## src/rtl/seq_addsub_pkg.sv

```systemverilog
// Shared types and elaboration helpers for the chunked adder/subtractor.
// Optional feature macro used by the top level: SEQ_ADDSUB_SAT_EN.
package seq_addsub_pkg;

    // Controller states: waiting for a request, or stepping through chunks.
    typedef enum logic {
        StIdle = 1'b0,
        StRun  = 1'b1
    } state_e;

    localparam int unsigned DefWidth = 16;
    localparam int unsigned DefChunk = 4;

    // Number of chunks processed per operation, which is also the latency in cycles.
    function automatic int unsigned calc_nchunk(input int unsigned width,
                                                input int unsigned chunk);
        return width / chunk;
    endfunction

    // Chunk index counter width; never narrower than one bit.
    function automatic int unsigned calc_idx_w(input int unsigned nchunk);
        return (nchunk > 1) ? $clog2(nchunk) : 1;
    endfunction

endpackage

```

## src/rtl/seq_addsub_chunk_adder.sv

```systemverilog
// Combinational CHUNK-bit ripple adder. Also exposes the carry into the
// chunk MSB so the top level can derive signed overflow on the last chunk.
module seq_addsub_chunk_adder #(
    parameter int unsigned CHUNK = 4
) (
    input  logic [CHUNK-1:0] i_x,
    input  logic [CHUNK-1:0] i_y,
    input  logic             i_ci,
    output logic [CHUNK-1:0] o_s,
    output logic             o_co,
    output logic             o_c_msb
);

    logic [CHUNK:0] w_c;

    // Bit-serial ripple: w_c[i] is the carry into bit i.
    always_comb begin
        w_c    = '0;
        o_s    = '0;
        w_c[0] = i_ci;
        for (int i = 0; i < CHUNK; i++) begin
            o_s[i]   = i_x[i] ^ i_y[i] ^ w_c[i];
            w_c[i+1] = (i_x[i] & i_y[i]) | (i_x[i] & w_c[i]) | (i_y[i] & w_c[i]);
        end
    end

    assign o_co    = w_c[CHUNK];
    assign o_c_msb = w_c[CHUNK-1];

endmodule

```

## src/rtl/seq_addsub.sv

```systemverilog
// Multi-cycle adder/subtractor: WIDTH-bit operands are summed CHUNK bits per
// clock through a registered carry, under a start/ready/done handshake.
// Optional feature: define SEQ_ADDSUB_SAT_EN for signed saturation of sum on
// overflow; by default sum is the wrapped modular result.
import seq_addsub_pkg::*;

module seq_addsub #(
    parameter int unsigned WIDTH = DefWidth,
    parameter int unsigned CHUNK = DefChunk
) (
    input  logic             clk,
    input  logic             rst_n,
    input  logic             i_start,
    input  logic             i_sub,
    input  logic             i_cin,
    input  logic [WIDTH-1:0] i_a,
    input  logic [WIDTH-1:0] i_b,
    output logic             o_ready,
    output logic             o_done,
    output logic [WIDTH-1:0] o_sum,
    output logic             o_cout,
    output logic             o_ovf
);

    localparam int unsigned NCHUNK = calc_nchunk(WIDTH, CHUNK);
    localparam int unsigned IDXW   = calc_idx_w(NCHUNK);
    localparam logic [IDXW-1:0] LastIdx = IDXW'(NCHUNK - 1);

    state_e r_state;
    state_e w_state_next;
    logic   w_accept;
    logic   w_last;

    // Captured operands; r_b already holds ~b in subtract mode.
    logic [WIDTH-1:0] r_a;
    logic [WIDTH-1:0] r_b;
    logic             r_carry;
    logic             r_sub;
    logic [IDXW-1:0]  r_idx;
    logic [WIDTH-1:0] r_work;

    logic [WIDTH-1:0] r_sum;
    logic             r_cout;
    logic             r_ovf;
    logic             r_done;

    int unsigned      w_base;
    logic [CHUNK-1:0] w_x;
    logic [CHUNK-1:0] w_y;
    logic [CHUNK-1:0] w_s;
    logic             w_co;
    logic             w_c_msb;
    logic             w_ovf;
    logic [WIDTH-1:0] w_wrap;
    logic [WIDTH-1:0] w_sum_next;

    // Controller: accept a request while idle, finish after the last chunk.
    always_comb begin
        w_state_next = r_state;
        w_accept     = 1'b0;
        w_last       = 1'b0;
        unique case (r_state)
            StIdle: begin
                if (i_start) begin
                    w_accept     = 1'b1;
                    w_state_next = StRun;
                end
            end
            StRun: begin
                if (r_idx == LastIdx) begin
                    w_last       = 1'b1;
                    w_state_next = StIdle;
                end
            end
            default: w_state_next = StIdle;
        endcase
    end

    // State register.
    always_ff @(posedge clk or negedge rst_n) begin
        if (!rst_n) begin
            r_state <= StIdle;
        end else begin
            r_state <= w_state_next;
        end
    end

    // Select the active chunk of the captured operands.
    always_comb begin
        w_base = CHUNK * 32'(r_idx);
        w_x    = r_a[w_base +: CHUNK];
        w_y    = r_b[w_base +: CHUNK];
    end

    seq_addsub_chunk_adder #(
        .CHUNK(CHUNK)
    ) u_chunk_adder (
        .i_x    (w_x),
        .i_y    (w_y),
        .i_ci   (r_carry),
        .o_s    (w_s),
        .o_co   (w_co),
        .o_c_msb(w_c_msb)
    );

    // Final result: earlier chunks from the working register, top chunk live.
    always_comb begin
        w_wrap                  = r_work;
        w_wrap[WIDTH-1 -: CHUNK] = w_s;
        w_ovf                   = w_c_msb ^ w_co;
`ifdef SEQ_ADDSUB_SAT_EN
        // Clamp to the signed limit on the side of the captured A operand.
        if (w_ovf) begin
            w_sum_next = r_a[WIDTH-1] ? {1'b1, {(WIDTH-1){1'b0}}}
                                      : {1'b0, {(WIDTH-1){1'b1}}};
        end else begin
            w_sum_next = w_wrap;
        end
`else
        w_sum_next = w_wrap;
`endif
    end

    // Operand capture and per-chunk working state.
    always_ff @(posedge clk or negedge rst_n) begin
        if (!rst_n) begin
            r_a     <= '0;
            r_b     <= '0;
            r_carry <= 1'b0;
            r_sub   <= 1'b0;
            r_idx   <= '0;
            r_work  <= '0;
        end else if (w_accept) begin
            r_a     <= i_a;
            r_b     <= i_sub ? ~i_b : i_b;
            r_carry <= i_sub ? 1'b1 : i_cin;
            r_sub   <= i_sub;
            r_idx   <= '0;
        end else if (r_state == StRun) begin
            r_work[w_base +: CHUNK] <= w_s;
            r_carry                 <= w_co;
            r_idx                   <= r_idx + 1'b1;
        end
    end

    // Result registers only change on completion; done pulses for one cycle.
    always_ff @(posedge clk or negedge rst_n) begin
        if (!rst_n) begin
            r_sum  <= '0;
            r_cout <= 1'b0;
            r_ovf  <= 1'b0;
            r_done <= 1'b0;
        end else begin
            r_done <= w_last;
            if (w_last) begin
                r_sum  <= w_sum_next;
                r_cout <= w_co;
                r_ovf  <= w_ovf;
            end
        end
    end

    assign o_ready = (r_state == StIdle);
    assign o_done  = r_done;
    assign o_sum   = r_sum;
    assign o_cout  = r_cout;
    assign o_ovf   = r_ovf;

    // r_sub is kept for debug visibility of the captured mode.
    logic w_unused;
    assign w_unused = r_sub;

endmodule

```

## config.mk

```make
export PLATFORM = sky130hd
export DESIGN_NAME = seq_addsub
export DESIGN_NICKNAME = d
export VERILOG_FILES = /design/src/rtl/seq_addsub_pkg.sv /design/src/rtl/seq_addsub_chunk_adder.sv /design/src/rtl/seq_addsub.sv
export SDC_FILE = /design/constraint.sdc
export NUM_CORES = 1
export LEC_CHECK = 0
export ABC_AREA = 1
export CORE_MARGIN = 1
export CORE_UTILIZATION = 45
export CTS_CLUSTER_SIZE = 28
export DETAILED_ROUTE_END_ITERATION = 8
export PLACE_DENSITY = 0.7
export SETUP_SLACK_MARGIN = 0.05
export SLEW_MARGIN = 0
export SYNTH_ARGS = -nofsm -noshare
export SYNTH_HDL_FRONTEND = slang
export SYNTH_SLANG_ARGS = --single-unit
export TNS_END_PERCENT = 30
```

## constraint.sdc

```tcl
create_clock -name clk -period 5.6 [get_ports clk]
set_input_delay 1.68 -clock clk [delete_from_list [all_inputs] [get_ports clk]]
set_output_delay 1.68 -clock clk [all_outputs]
set_load 0.1 [all_outputs]
```

==> out/metrics.cfg <==
[sta]
setup_violations=0
hold_ws_ns=0.4746
tightest_slew_ns=0.9756
maxSlewViolCount=0
rsz0062_at_grt=false
fmax_mhz=258.9
slew-limit-headroom_pct=34.75
hold_viol_final=0
fin_skew_ns=0.005277
setup_tns_ns=0
period_share_pct=68.98
min_period_ns=3.863

[power_and_ir_drop]
swShare_pct=49.95
p_sw_mw=1.348
power_leakage_nw=2.205
p_int_mw=1.351
combPwrFrac_pct=54.2
vdd_drop_max_v=0.0002500
p_clk_share_pct=14.6
p_per_area_nw_per_um2=661.9
finalPower_mw=2.699
seq_power_share_pct=31.2

[synthesis]
synth-edff-count=0
syn_area_per_cell_um2=7.619
synthTopCellsByArea=dfrtp_1, nand2_1, nand3_1
yosys_warnings=0
syn_nets=482
yosysTopAreaCellShare_pct=50.47
syn_inst=436
yosysSeqAreaShare_pct=50.47
synth_area_um2=3322
post-synth-top-area-cell=dfrtp_1
yosysMostFrequentCell=nand2_1
yosys.cell_types.count=16
async_flop_share_pct=100.0
ys_ff_latch=67
synth_common_cells=nand2_1, dfrtp_1, inv_1
synth_top_flop_cell=dfrtp_1

[run_status]
outcome=complete, no violations

[floorplan]
die_y_um=87.92
die_area_um2=7730
die_w_um=87.92
io_pins=57
coreArea_um2=6944
start_util_pct=47.84
rows=30

[setup_path]
worstPathRequired_ns=3.92
end_kind=primary output
critPathSlowestCell=clkdlybuf4s50_1
rrSetupSlack_ns=2.22
cp-endpoint=o_ready
critPathArrivalTime_ns=2.18
reg2reg_to=r_work[11]
cp_top_family=buffers and inverters
r2r_cells=14
max_stage_delay_ns=1.14
cp_cell_sequence=inv_1 -> clkdlybuf4s50_1
r2r-start=r_idx[0]
cp.depth=2
critPathMaxFanout=9
critical_path_class=register to primary output
worstPathBufferInverterCount=2
setup.worst_path.start=r_state
start_kind=register

[route]
wire_per_inst_um=11.10
drc=0
drt-total-wl_um=6517
ant_nets=0
routed_via_density=4.615
drtIter0Drc=113
via_count=2709
first_pass_iters=4

[clocking]
post_cts_buffers=0
htree_levels=3
insertion_delay_ns=0.33
cts-root-buf=clkbuf_8
cts.hold.buffers_added=0
clock_path_buffers=2
cts_resized=0
cts-buffers-inserted=9
clkTransAtPathRegs_ns=0.07
cts_sinks=67
cts_tree=yes

[final_layout]
finalNetCount=533
design_area_um2=4078
area_delta_synth_final_pct=22.75
fin_util_pct=58.72
diodes=0
drive_gt1_share_pct=4.481

[placement]
dp_hpwl_um=4595
port_buffers=56
gp_congestion=0.7943
placed_area_um2=3884

[global_routing]
grt_use_met2_pct=30.51
overflow=0
met3_usage_pct=3.676
grt_usage_pct=19.19
grt_pass1_vias=2629
grt_max_degree=68
antenna_found_initial=0
grt_pass1_wl_um=11480
top_usage_layer=met2
grtUsageMet1_pct=26.13

[flow_run]
maxCapViolCount=0

[min_path]
holdCritPathClass=register to register

-- sequential cells by signal (all words and copies together), names as in the netlist, 2 cells and up --
register and count:
o_sum 16, r_a 16, r_b 16, r_idx 2
r_work 12
-- worst min-delay path by stage --
stage	startpoint	endpoint	slack (ns)	cells past startpoint
after floorplan	r_work[0]	o_sum[0]	0.44	2
after global placement	r_a[2]	r_a[2]	0.46	2
after detailed placement	r_a[2]	r_a[2]	0.46	2
after CTS	r_a[2]	r_a[2]	0.48	2
after global routing	o_sum[4]	o_sum[4]	0.50	2
final	r_work[3]	o_sum[3]	0.47	2
-- power groups by stage --
stage	logic (mW)	clock network (mW)	registers, mW
global placement	1.46	0	0.844
floorplan	0.782	0	1.19
finish	1.46	0.394	0.842
detailed placement	1.47	0	0.849
global route	1.63	0.425	0.870
CTS	1.48	0.402	0.842
-- logic make-up after synthesis --
group                      synth area share [%]
AOI/OAI and AO/OA                         2.109
buffers and inverters                     9.190
adders and majority gates                 4.294
and+or+nand+nor                           33.94
DFF                                       50.47
-- cells in the final DEF, fill, tap and decap left out, drive strengths merged --
cell type	count
ha	5
bufinv	1
clkbuf	13
o21ai	14
buf	2
clkdlybuf4s50	55
nand2	226
fa	4
nand3	40
inv	48
clkinv	2
dfrtp	67
nor2	14
-- stage by stage --
| stage | std cells | setup slack [ns] |
|---|---|---|
| after floorplan | 436 | 2.819 |
| after global placement | 572 | 2.105 |
| after detailed placement | 572 | 2.091 |
| after CTS | 587 | 1.723 |
| after global routing | 587 | 1.676 |
| final | 587 | 1.737 |
-- worst reg2reg max path: cells and delay by family (launching register included) --
family / cells / cell delay, ns
buffers and inverters: 4 / 0.58
flip-flops: 1 / 0.85
adder cells (fa/ha/maj): 4 / 1.36
AND/OR/NAND/NOR: 6 / 0.47
-- metal layers --
layer	routed length [um]	vias up	part of all wire (%)
li1	-	1410	-
met4	98	0	1.5
met1	3196	1228	49
met2	2965	60	45
met3	257	11	3.9
met5	0	-	0
-- area by class of cell --
cell class / instances / area [um^2]
multi-input cells: 303 / 1340
flip-flops and latches: 67 / 1677
repair buffers: 57 / 563.0
fillers: 656 / 2867
well taps: 96 / 120.1
inverters: 49 / 183.9
clock buffers: 13 / 158.9
clock inverters: 2 / 35.03
No activity file was read; power rests on OpenSTA's default activity.
